--- src/rtl/ctr_drbg_pkg.sv ---
// Shared types and default widths for the CTR_DRBG sequencing controller.
package ctr_drbg_pkg;

  localparam int unsigned DefBlockLen = 128;
  localparam int unsigned DefKeyLen   = 128;
  localparam int unsigned DefSeedLen  = 256;

  typedef enum logic [1:0] {
    OpInstantiate = 2'd0,
    OpReseed      = 2'd1,
    OpGenerate    = 2'd2,
    OpReserved    = 2'd3
  } cmd_op_e;

  typedef enum logic [1:0] {
    StatusOk              = 2'd0,
    StatusReseedRequired  = 2'd1,
    StatusNotInstantiated = 2'd2,
    StatusBadCmd          = 2'd3
  } status_e;

  typedef enum logic [2:0] {
    StIdle,
    StGenReq,
    StGenOut,
    StUpdReq,
    StUpdFin,
    StDone
  } state_e;

endpackage

--- src/rtl/ctr_drbg_update_seq.sv ---
// Update loop: encrypts V+1..V+n into the temp register, then XORs in the provided data
// and splits the result into the next Key and V.
module ctr_drbg_update_seq
  import ctr_drbg_pkg::*;
#(
  parameter int unsigned BLOCKLEN = DefBlockLen,
  parameter int unsigned KEYLEN   = DefKeyLen,
  parameter int unsigned SEEDLEN  = DefSeedLen
) (
  input  logic                clk,
  input  logic                rst_n,
  input  logic                start,
  input  logic [BLOCKLEN-1:0] v_in,
  input  logic [SEEDLEN-1:0]  pd,
  output logic                busy,
  output logic                fin,
  output logic                enc_req,
  output logic [BLOCKLEN-1:0] enc_v,
  input  logic                enc_ack,
  input  logic [BLOCKLEN-1:0] enc_result,
  output logic [KEYLEN-1:0]   new_key,
  output logic [BLOCKLEN-1:0] new_v
);

  localparam int unsigned NumBlk = SEEDLEN / BLOCKLEN;
  localparam int unsigned CntW   = (NumBlk > 1) ? $clog2(NumBlk) : 1;

  logic [CntW-1:0]     cnt_q;
  logic                req_q;
  logic                gap_q;
  logic [BLOCKLEN-1:0] v_q;
  logic [SEEDLEN-1:0]  temp_q;
  logic [SEEDLEN-1:0]  seed_mix;
  logic                last;

  assign last = (cnt_q == CntW'(NumBlk - 1));

  // gap_q gives the one idle cycle between an ack and the next request.
  always_ff @(posedge clk or negedge rst_n) begin
    if (!rst_n) begin
      cnt_q  <= '0;
      req_q  <= 1'b0;
      gap_q  <= 1'b0;
      v_q    <= '0;
      temp_q <= '0;
    end else if (start) begin
      cnt_q <= '0;
      req_q <= 1'b1;
      gap_q <= 1'b0;
      v_q   <= v_in + BLOCKLEN'(1);
    end else if (req_q && enc_ack) begin
      temp_q[SEEDLEN - 1 - int'(cnt_q) * BLOCKLEN -: BLOCKLEN] <= enc_result;
      req_q <= 1'b0;
      if (!last) begin
        gap_q <= 1'b1;
        cnt_q <= cnt_q + CntW'(1);
        v_q   <= v_q + BLOCKLEN'(1);
      end
    end else if (gap_q) begin
      gap_q <= 1'b0;
      req_q <= 1'b1;
    end
  end

  assign busy     = req_q | gap_q;
  assign fin      = req_q & enc_ack & last;
  assign enc_req  = req_q;
  assign enc_v    = v_q;
  assign seed_mix = temp_q ^ pd;
  assign new_key  = seed_mix[SEEDLEN-1 -: KEYLEN];
  assign new_v    = seed_mix[BLOCKLEN-1:0];

endmodule

--- src/rtl/ctr_drbg_ctrl.sv ---
// CTR_DRBG sequencing controller: Instantiate / Reseed / Generate over an external cipher.
// Optional macro ADDIN_EN enables additional input on Generate (pre- and post-update).
module ctr_drbg_ctrl
  import ctr_drbg_pkg::*;
#(
  parameter int unsigned BLOCKLEN     = DefBlockLen,
  parameter int unsigned KEYLEN       = DefKeyLen,
  parameter int unsigned SEEDLEN      = DefSeedLen,
  parameter int unsigned RESEED_LIMIT = 1024,
  parameter int unsigned MAX_BLOCKS   = 16
) (
  input  logic                              clk,
  input  logic                              rst_n,
  input  logic                              cmd_valid,
  output logic                              cmd_ready,
  input  logic [1:0]                        cmd_op,
  input  logic [SEEDLEN-1:0]                cmd_data,
  input  logic [$clog2(MAX_BLOCKS+1)-1:0]   cmd_nblocks,
  output logic                              enc_req,
  output logic [KEYLEN-1:0]                 enc_key,
  output logic [BLOCKLEN-1:0]               enc_v,
  input  logic                              enc_ack,
  input  logic [BLOCKLEN-1:0]               enc_result,
  output logic                              out_valid,
  input  logic                              out_ready,
  output logic [BLOCKLEN-1:0]               out_data,
  output logic                              done,
  output logic [1:0]                        status,
  output logic                              instantiated
);

  localparam int unsigned NbW  = $clog2(MAX_BLOCKS + 1);
  localparam int unsigned CtrW = $clog2(RESEED_LIMIT + 2);

  if ((SEEDLEN % BLOCKLEN) != 0 || SEEDLEN != KEYLEN + BLOCKLEN) begin : g_param_err
    $error("ctr_drbg_ctrl: SEEDLEN must be a multiple of BLOCKLEN and equal KEYLEN+BLOCKLEN");
  end

  state_e              state_q, state_d;
  cmd_op_e             op_q, op_d;
  status_e             status_q, status_d;
  logic [KEYLEN-1:0]   key_q, key_d;
  logic [BLOCKLEN-1:0] v_q, v_d;
  logic [CtrW-1:0]     ctr_q, ctr_d;
  logic                inst_q, inst_d;
  logic                pre_q, pre_d;
  logic [SEEDLEN-1:0]  data_q, data_d;
  logic [NbW-1:0]      nb_q, nb_d;
  logic [NbW-1:0]      blk_q, blk_d;
  logic [BLOCKLEN-1:0] out_data_q, out_data_d;

  logic                upd_start, upd_busy, upd_fin, upd_enc_req;
  logic [BLOCKLEN-1:0] upd_enc_v, upd_new_v;
  logic [KEYLEN-1:0]   upd_new_key;
  logic [SEEDLEN-1:0]  addin, upd_pd;
  logic                pre_upd;

`ifdef ADDIN_EN
  assign addin   = data_q;
  assign pre_upd = |cmd_data;
`else
  assign addin   = '0;
  assign pre_upd = 1'b0;
`endif

  assign upd_pd = (op_q == OpGenerate) ? addin : data_q;

  always_ff @(posedge clk or negedge rst_n) begin
    if (!rst_n) begin
      state_q    <= StIdle;
      op_q       <= OpInstantiate;
      status_q   <= StatusOk;
      key_q      <= '0;
      v_q        <= '0;
      ctr_q      <= '0;
      inst_q     <= 1'b0;
      pre_q      <= 1'b0;
      data_q     <= '0;
      nb_q       <= '0;
      blk_q      <= '0;
      out_data_q <= '0;
    end else begin
      state_q    <= state_d;
      op_q       <= op_d;
      status_q   <= status_d;
      key_q      <= key_d;
      v_q        <= v_d;
      ctr_q      <= ctr_d;
      inst_q     <= inst_d;
      pre_q      <= pre_d;
      data_q     <= data_d;
      nb_q       <= nb_d;
      blk_q      <= blk_d;
      out_data_q <= out_data_d;
    end
  end

  always_comb begin
    state_d    = state_q;
    op_d       = op_q;
    status_d   = status_q;
    key_d      = key_q;
    v_d        = v_q;
    ctr_d      = ctr_q;
    inst_d     = inst_q;
    pre_d      = pre_q;
    data_d     = data_q;
    nb_d       = nb_q;
    blk_d      = blk_q;
    out_data_d = out_data_q;
    upd_start  = 1'b0;

    unique case (state_q)
      StIdle: begin
        if (cmd_valid) begin
          op_d     = cmd_op_e'(cmd_op);
          data_d   = cmd_data;
          nb_d     = cmd_nblocks;
          blk_d    = '0;
          status_d = StatusOk;
          if (cmd_op_e'(cmd_op) == OpReserved) begin
            status_d = StatusBadCmd;
            state_d  = StDone;
          end else if (cmd_op_e'(cmd_op) == OpGenerate) begin
            if (!inst_q) begin
              status_d = StatusNotInstantiated;
              state_d  = StDone;
            end else if (32'(ctr_q) > RESEED_LIMIT) begin
              status_d = StatusReseedRequired;
              state_d  = StDone;
            end else if (32'(cmd_nblocks) > MAX_BLOCKS) begin
              status_d = StatusBadCmd;
              state_d  = StDone;
            end else if (pre_upd) begin
              pre_d     = 1'b1;
              upd_start = 1'b1;
              state_d   = StUpdReq;
            end else if (cmd_nblocks == '0) begin
              upd_start = 1'b1;
              state_d   = StUpdReq;
            end else begin
              v_d     = v_q + BLOCKLEN'(1);
              state_d = StGenReq;
            end
          end else begin
            if (cmd_op_e'(cmd_op) == OpInstantiate) begin
              key_d = '0;
              v_d   = '0;
            end
            upd_start = 1'b1;
            state_d   = StUpdReq;
          end
        end
      end
      StGenReq: begin
        if (enc_ack) begin
          out_data_d = enc_result;
          state_d    = StGenOut;
        end
      end
      StGenOut: begin
        if (out_ready) begin
          blk_d = blk_q + NbW'(1);
          if (blk_d == nb_q) begin
            upd_start = 1'b1;
            state_d   = StUpdReq;
          end else begin
            v_d     = v_q + BLOCKLEN'(1);
            state_d = StGenReq;
          end
        end
      end
      StUpdReq: begin
        if (upd_fin) state_d = StUpdFin;
      end
      StUpdFin: begin
        key_d = upd_new_key;
        v_d   = upd_new_v;
        if (pre_q) begin
          // Pre-generate update finished; proceed to output or straight to post-update.
          pre_d = 1'b0;
          if (nb_q == '0) begin
            upd_start = 1'b1;
            state_d   = StUpdReq;
          end else begin
            v_d     = upd_new_v + BLOCKLEN'(1);
            state_d = StGenReq;
          end
        end else begin
          unique case (op_q)
            OpInstantiate: begin
              ctr_d  = CtrW'(1);
              inst_d = 1'b1;
            end
            OpReseed:   ctr_d = CtrW'(1);
            OpGenerate: if (ctr_q != '1) ctr_d = ctr_q + CtrW'(1);
            default:    ctr_d = ctr_q;
          endcase
          state_d = StDone;
        end
      end
      StDone:  state_d = StIdle;
      default: state_d = StIdle;
    endcase
  end

  ctr_drbg_update_seq #(
    .BLOCKLEN (BLOCKLEN),
    .KEYLEN   (KEYLEN),
    .SEEDLEN  (SEEDLEN)
  ) u_update_seq (
    .clk        (clk),
    .rst_n      (rst_n),
    .start      (upd_start),
    .v_in       (v_d),
    .pd         (upd_pd),
    .busy       (upd_busy),
    .fin        (upd_fin),
    .enc_req    (upd_enc_req),
    .enc_v      (upd_enc_v),
    .enc_ack    (enc_ack),
    .enc_result (enc_result),
    .new_key    (upd_new_key),
    .new_v      (upd_new_v)
  );

  assign cmd_ready    = (state_q == StIdle);
  assign enc_req      = (state_q == StGenReq) | upd_enc_req;
  assign enc_key      = key_q;
  assign enc_v        = upd_busy ? upd_enc_v : v_q;
  assign out_valid    = (state_q == StGenOut);
  assign out_data     = out_data_q;
  assign done         = (state_q == StDone);
  assign status       = done ? status_q : 2'd0;
  assign instantiated = inst_q;

endmodule

--- config.mk ---
export PLATFORM = sky130hd
export DESIGN_NAME = ctr_drbg_ctrl
export DESIGN_NICKNAME = d
export VERILOG_FILES = /design/src/rtl/ctr_drbg_pkg.sv /design/src/rtl/ctr_drbg_update_seq.sv /design/src/rtl/ctr_drbg_ctrl.sv
export SDC_FILE = /design/constraint.sdc
export NUM_CORES = 2
export LEC_CHECK = 0
export CORE_MARGIN = 4
export CORE_UTILIZATION = 40
export CTS_BUF_LIST = sky130_fd_sc_hd__clkbuf_2
export CTS_CLUSTER_SIZE = 16
export DETAILED_ROUTE_END_ITERATION = 8
export GPL_TIMING_DRIVEN = 1
export HOLD_SLACK_MARGIN = 0.06
export MAX_ROUTING_LAYER = met4
export PLACE_DENSITY = 0.59
export SKIP_LAST_GASP = 1
export SLEW_MARGIN = 20
export SYNTH_ARGS = -nofsm -noshare
export SYNTH_HDL_FRONTEND = slang
export SYNTH_SLANG_ARGS = --single-unit
--- constraint.sdc ---
create_clock -name clk -period 14.9 [get_ports clk]
set_input_delay 4.47 -clock clk [delete_from_list [all_inputs] [get_ports clk]]
set_output_delay 4.47 -clock clk [all_outputs]
set_load 0.03 [all_outputs]
# --- Yosys cells after proc, flatten, opt, wreduce, memory -nomap -nowiden ---
# Index checks and enable logic that the tools add are counted.
op_classes:
  addsub: 8
  n_lt_le_gt_ge: 2
  n_eq_ne: 21
  shift: 2
  mux: 64
  n_bitwise: 6
  reduce_logical: 20
op_table:
  columns: ["op", "n"]
  rows:
  - ["$mux W128", 18]
  - ["$add A128 B1 Y128 const B", 3]
  - ["$pmux W128 S3", 1]
  - ["$shift A128 B34 Y383 const A", 1]
  - ["$shiftx A128 B34 Y383", 1]
  - ["$bwmux W256", 1]
  - ["$mux W256", 1]
  - ["$pmux W128 S2", 1]
  - ["$xor A256 B256 Y256", 1]
  - ["$neg A32 Y34", 1]
  - ["$mux W3", 9]
  - ["$pmux W11 S2", 1]
  - ["$mux W1", 18]
  - ["$mux W2", 8]
  - ["$pmux W3 S5", 1]
  - ["$add A11 B1 Y11 const B", 1]
  - ["$gt A11 B11 Y1 const B", 1]
  - ["$mux W11", 1]
  - ["$ne A11 B11 Y1 const B", 1]
  - ["$mux W5", 2]
  - ["$ne A2 B1 Y1 const B", 5]
  - ["$pmux W5 S2", 1]
  - ["$reduce_and A2 Y1", 5]
  - ["$sub A8 B8 Y9 const A", 1]
  - ["25 further kinds", 39]
totals:
  ff_bits: 1056
  input_bits: 396
  elab_cells: 139

# --- Depth between registers and ports, before layout ---
depth:
  ltp_word: 11
  depth_mapped: 29
  depth_no_buf: 18

# --- By module ---
# From an unflattened synthesis, not the netlist that was laid out.
hier_totals:
  cells_unflattened: 6634
  area_unflattened_um2: 61318.8
modules_own_cells:
  columns: ["module", "n_inst", "cells_per_inst", "area_each_um2"]
  rows:
  - ["ctr_drbg_ctrl", 1, 4263, 36880.4]
  - ["ctr_drbg_update_seq", 1, 2371, 24438.4]

# --- Worst setup path before layout ---
# Ideal clock, no wire load.
synth_path:
  path_type: "input -> register"
  from: "in cmd_valid"
  to: "reg u_update_seq.v_q[118] (netlist: u_update_seq.enc_v[118])"
  setup_time_ns: 0.130
  t_arrival_ns: 10.330
  t_required_ns: 14.770
  slack_ns: 4.440
  path_stages: 27
  n_path_buf: 12
  path_cell_list: "clkbuf_2 > or4b_4 > or4_1 > o22ai_2 > a21o_1 > buf_4 > buf_6 > buf_4 > buf_6 > buf_4 > clkbuf_1 > buf_2 > buf_1 > clkbuf_1 > clkbuf_1 > clkbuf_1 > nor2_1 > nor2_1 > ha_1 > o21a_1 > o211ai_1 > nor3_4 > nand3_4 > or4_4 > nor4_2 > xor2_1 > o21ai_1"
synth_via:
  elab_chain_cells: 4
  word_cells_on_any_way: 9
  classes_between: "add/sub (1); eq/ne (1); mux (5); reduce/logical (2)"
synth_lines:
  columns: ["item", "line_no", "source"]
  rows:
  - ["start: declaration", "ctr_drbg_ctrl.sv:14", "input logic cmd_valid,"]
  - ["$mux W128 or $mux W1 (tied branches)", "ctr_drbg_ctrl.sv:115", "if (cmd_valid) begin"]
  - ["$pmux W128 S3 or $pmux W1 S2 (tied branches)", "ctr_drbg_ctrl.sv:113", "unique case (state_q)"]
  - ["$add A128 B1 Y128 (tied with other cells)", "ctr_drbg_update_seq.sv:50", "v_q <= v_in + BLOCKLEN'(1);"]
  - ["$mux W128 or $reduce_and A2 Y1 (tied branches)", null, null]
  - ["end signal: assignment", "ctr_drbg_update_seq.sv:50", null]
  - ["end signal: assignment", "ctr_drbg_update_seq.sv:57", "v_q <= v_q + BLOCKLEN'(1);"]
  - ["end: declaration", "ctr_drbg_update_seq.sv:31", "logic [BLOCKLEN-1:0] v_q;"]
# Parallel ways exist; a longest one is shown, timed or not.
# A chain may end at the register's enable or synchronous reset.

# --- Worst setup path after layout ---
layout_path:
  from: "reg u_update_seq.req_q (netlist: u_update_seq.enc_req)"
  to: "out enc_v[107]"
layout_via:
  elab_chain_cells: 2
layout_lines:
  columns: ["item", "line_no", "source"]
  rows:
  - ["start: declaration", "ctr_drbg_update_seq.sv:29", "logic req_q;"]
  - ["start signal: assignment", "ctr_drbg_update_seq.sv:42", "req_q <= 1'b0;"]
  - ["start signal: assignment", "ctr_drbg_update_seq.sv:48", "req_q <= 1'b1;"]
  - ["start signal: assignment", "ctr_drbg_update_seq.sv:53", "req_q <= 1'b0;"]
  - ["$or A1 B1 Y1", "ctr_drbg_update_seq.sv:65", "assign busy = req_q | gap_q;"]
  - ["$mux W128", "ctr_drbg_ctrl.sv:230", "assign enc_v = upd_busy ? upd_enc_v : v_q;"]
  - ["end: declaration", "ctr_drbg_ctrl.sv:21", "output logic [BLOCKLEN-1:0] enc_v,"]
# Every way passes these cells.

==> results.json <==
{
  "synth.top_cell.area_share": 0.449,
  "synth_enable_flop_cells": 0,
  "setup_ws_ns": 4.71,
  "synth_top_cells_by_area": "dfrtp_1 (45%), mux2_2 (10%), nand2_1 (9.7%), xor2_1 (4.0%), o21ai_0 (2.9%)",
  "place.gp.congestion": 1.10,
  "rr_endpoint": "u_update_seq.enc_v[106]$_DFFE_PN0P_",
  "dp.final_hpwl_mm": 237,
  "worst_max_slew_pin_slew_ns": 1.26,
  "fin_crit_sh": 0.684,
  "layout-drive-gt1-share": 0.174,
  "post_cts.resized_instances": 0,
  "grt_antenna_before_repair": 48,
  "post_synth_instance_area_um2": 58800,
  "core_area_um2": 146000,
  "placement.io_buffers": 786,
  "post-synth-top-count-cell": "nand2_1",
  "leakagePower_nw": 29.9,
  "final_power_mw": 16.9,
  "die_width_um": 392,
  "timing.final.setup_violations": 0,
  "worst_clock_skew_ns": 0.236,
  "yosysUniqueCellTypes": 106,
  "tritoncts": "built",
  "netlist_top_cells_count": "nand2_1 (1514), dfrtp_1 (1056), mux2_2 (521), clkbuf_1 (380), o21ai_0 (338)",
  "ir_worst_vdd_mv": 0.126,
  "detail_route.iter0.violations": 7292,
  "holdPathStages": 2,
  "timing_hold_violations_final": 0,
  "grt_pass1_wl_mm": 439,
  "power_density_nw_per_um2": 236,
  "grt_max_degree": 149,
  "remaining_antenna_violation_count_after_routing": 0,
  "die_h_um": 392,
  "vias_per_cell": 6.14,
  "clock_latency_ns": 1.85,
  "setup_fix_bufs_post_cts": 0,
  "max_cap_viol_count": 0,
  "setup.reg_to_reg.worst_slack_ns": 7.19,
  "rows": 140,
  "timing.critical_path.from_type": "register",
  "critical_path_required_ns": 10.43,
  "clock_path_buffers": 4,
  "outcome": "complete, no violations",
  "clkSlewWorstSetupHoldPaths_ns": 0.11,
  "clock_tree.root_cell": "clkbuf_2",
  "clock_sinks": 1056,
  "first_global_vias": 55700,
  "worst-endpoint-arrival_ns": 5.72,
  "grt_overflow_total": 0,
  "holdBufCountCts": 0,
  "area_growth_syn_to_layout_pct": 21.7,
  "hold_path_class": "reg -> reg",
  "worst_setup_path_end_kind": "output pin",
  "setup.worst_path.class": "reg -> out",
  "reg2regPathDepth": 12,
  "number_of_clock_buffers_inserted_by_tritoncts": 316,
  "rr_startpoint": "v_q[15]$_DFF_PN0_",
  "min_to": "data_q[15]$_DFFE_PN0P_",
  "synth_seq_cells": 1056,
  "io_pins": 787,
  "final_core_util": 0.491,
  "drtPass1Iterations": 8,
  "min_period_ns": 10.19,
  "synth_largest_area_cell": "dfrtp_1",
  "timing.slew.headroom": 0.152,
  "syn_area_per_cell_um2": 9.06,
  "wl_per_cell_um": 33.4,
  "die-area_um2": 153000,
  "dr_total_vias": 58000,
  "postRouteWirelength_mm": 316,
  "synthesis.yosys.warnings": 0,
  "grtUsageTotal": 0.414,
  "cp_max_fo": 57,
  "number_of_slew_limit_violations_in_the_final_report": 0,
  "final-instance-count-excl-fill": 9457,
  "pre_cts_slack_ns": 3.65,
  "ys.flop_type": "dfrtp_1",
  "dpl.cell_count": 8894,
  "fmax_mhz": 98.1,
  "proportion_of_synthesized_flip_flops_having_asynchronous_set_or_reset": 1.00,
  "initial_cell_density_of_the_core": 0.403,
  "hold_path_startpoint": "data_q[15]$_DFFE_PN0P_",
  "critical_path.startpoint": "u_update_seq.enc_req$_DFFE_PN0P_",
  "synth-seq-area-share": 0.449,
  "number_of_h_tree_levels": 5,
  "layout.nets": 7698,
  "drc_errors": 0,
  "synth_nets": 6893,
  "synth_cells": 6492,
  "setup-tns-final_ns": 0,
  "rsz0062_at_grt": "no"
}
flip-flops by register name, summed over array words and instances, names as in the netlist, 3 cells and up:
name	cells
data_q	256
enc_key	128
blk_q	5
state_q	3
u_update_seq.enc_v	128
out_data	128
u_update_seq.temp_q	256
v_q	128
nb_q	5
ctr_q	11
report_power, final:
part           internal [mW]  switching, mW  total [mW]
Combinational           3.26           5.88        9.15
Clock                  0.848           1.35        2.20
Sequential              4.14           1.43        5.58
Total                   8.25           8.67        16.9
worst max path at each step:
stage / depth (start not counted) / end / slack, ns
floorplan: 27 / u_update_seq.enc_v[118]$_DFFE_PN0P_ / 4.44
global placement: 15 / u_update_seq.enc_v[83]$_DFFE_PN0P_ / 3.82
detailed placement: 15 / u_update_seq.enc_v[83]$_DFFE_PN0P_ / 3.65
CTS: 5 / enc_v[72] / 4.63
global route: 5 / enc_v[80] / 4.56
finish: 5 / enc_v[107] / 4.71
placed cells by master (no fill, tap or decap), types with 21 or more instances in the layout:
cell type | netlist | final
a211oi_1 | 35 | 33
a21boi_0 | 21 | 21
a21oi_1 | 223 | 219
a31oi_1 | 69 | 68
and2_1 | 46 | 45
and3_1 | 70 | 70
and4_1 | 29 | 29
buf_4 | 6 | 151
clkbuf_2 | 1 | 462
clkdlybuf4s50_1 | 0 | 785
clkinv_1 | 0 | 38
dfrtp_1 | 1056 | 1056
diode_2 | 0 | 44
inv_1 | 50 | 50
mux2_2 | 521 | 521
mux2i_1 | 49 | 49
nand2_1 | 1514 | 1509
nand2b_1 | 23 | 22
nand3_1 | 182 | 181
nand4_1 | 167 | 167
nor2_1 | 327 | 321
nor3_1 | 135 | 134
nor4_1 | 152 | 145
o211ai_1 | 38 | 38
o21a_1 | 28 | 28
o21ai_0 | 338 | 332
o31ai_1 | 31 | 31
or2_2 | 22 | 22
or3_1 | 44 | 44
or4_1 | 38 | 38
xnor2_1 | 162 | 159
xor2_1 | 270 | 270
per-layer routing:
metal  share of wire  up-vias  GRT usage  routed length [um]
met1            0.43    29100      0.567              135000
met4           0.048        0      0.175               15300
met5               0        -          -                   0
met3            0.12      707      0.133               36800
li1                -    24700          -                   -
met2            0.41     3568      0.560              129000
logic make-up after synthesis:
group                      Yosys count  share of synthesized area
DFF                               1056                      0.449
and+or+nand+nor                   2857                      0.227
buffers and inverters              513                     0.0347
muxes                              570                      0.108
xor gates and xnor gates           432                     0.0643
AOI/OAI and AO/OA                 1059                      0.116
adders and majority gates            5                    0.00106
per-stage QoR:
stage,area (um2),hold WS (ns)
after floorplan,58800,0.442
after global placement,68800,0.457
after detailed placement,68900,0.462
after CTS,71500,0.481
after global routing,71600,0.498
final,71600,0.480
final cells by class:
type / count / area, um2
flip-flops and latches: 1056 / 26400
clock buffers: 462 / 2310
fillers: 14200 / 74300
clock inverters: 55 / 269
well taps: 1917 / 2400
multi-input cells: 4923 / 30700
repair buffers: 949 / 9240
inverters: 51 / 191
diodes: 44 / 110
critical path: stages, from the launching register on:
cell and delay [ns]:
dfrtp_1 0.51, nor2_4 0.74, buf_4 0.73, buf_4 0.75
mux2_2 0.46, clkdlybuf4s50_1 0.62
Note: power is estimated with default switching activity, not from simulation.
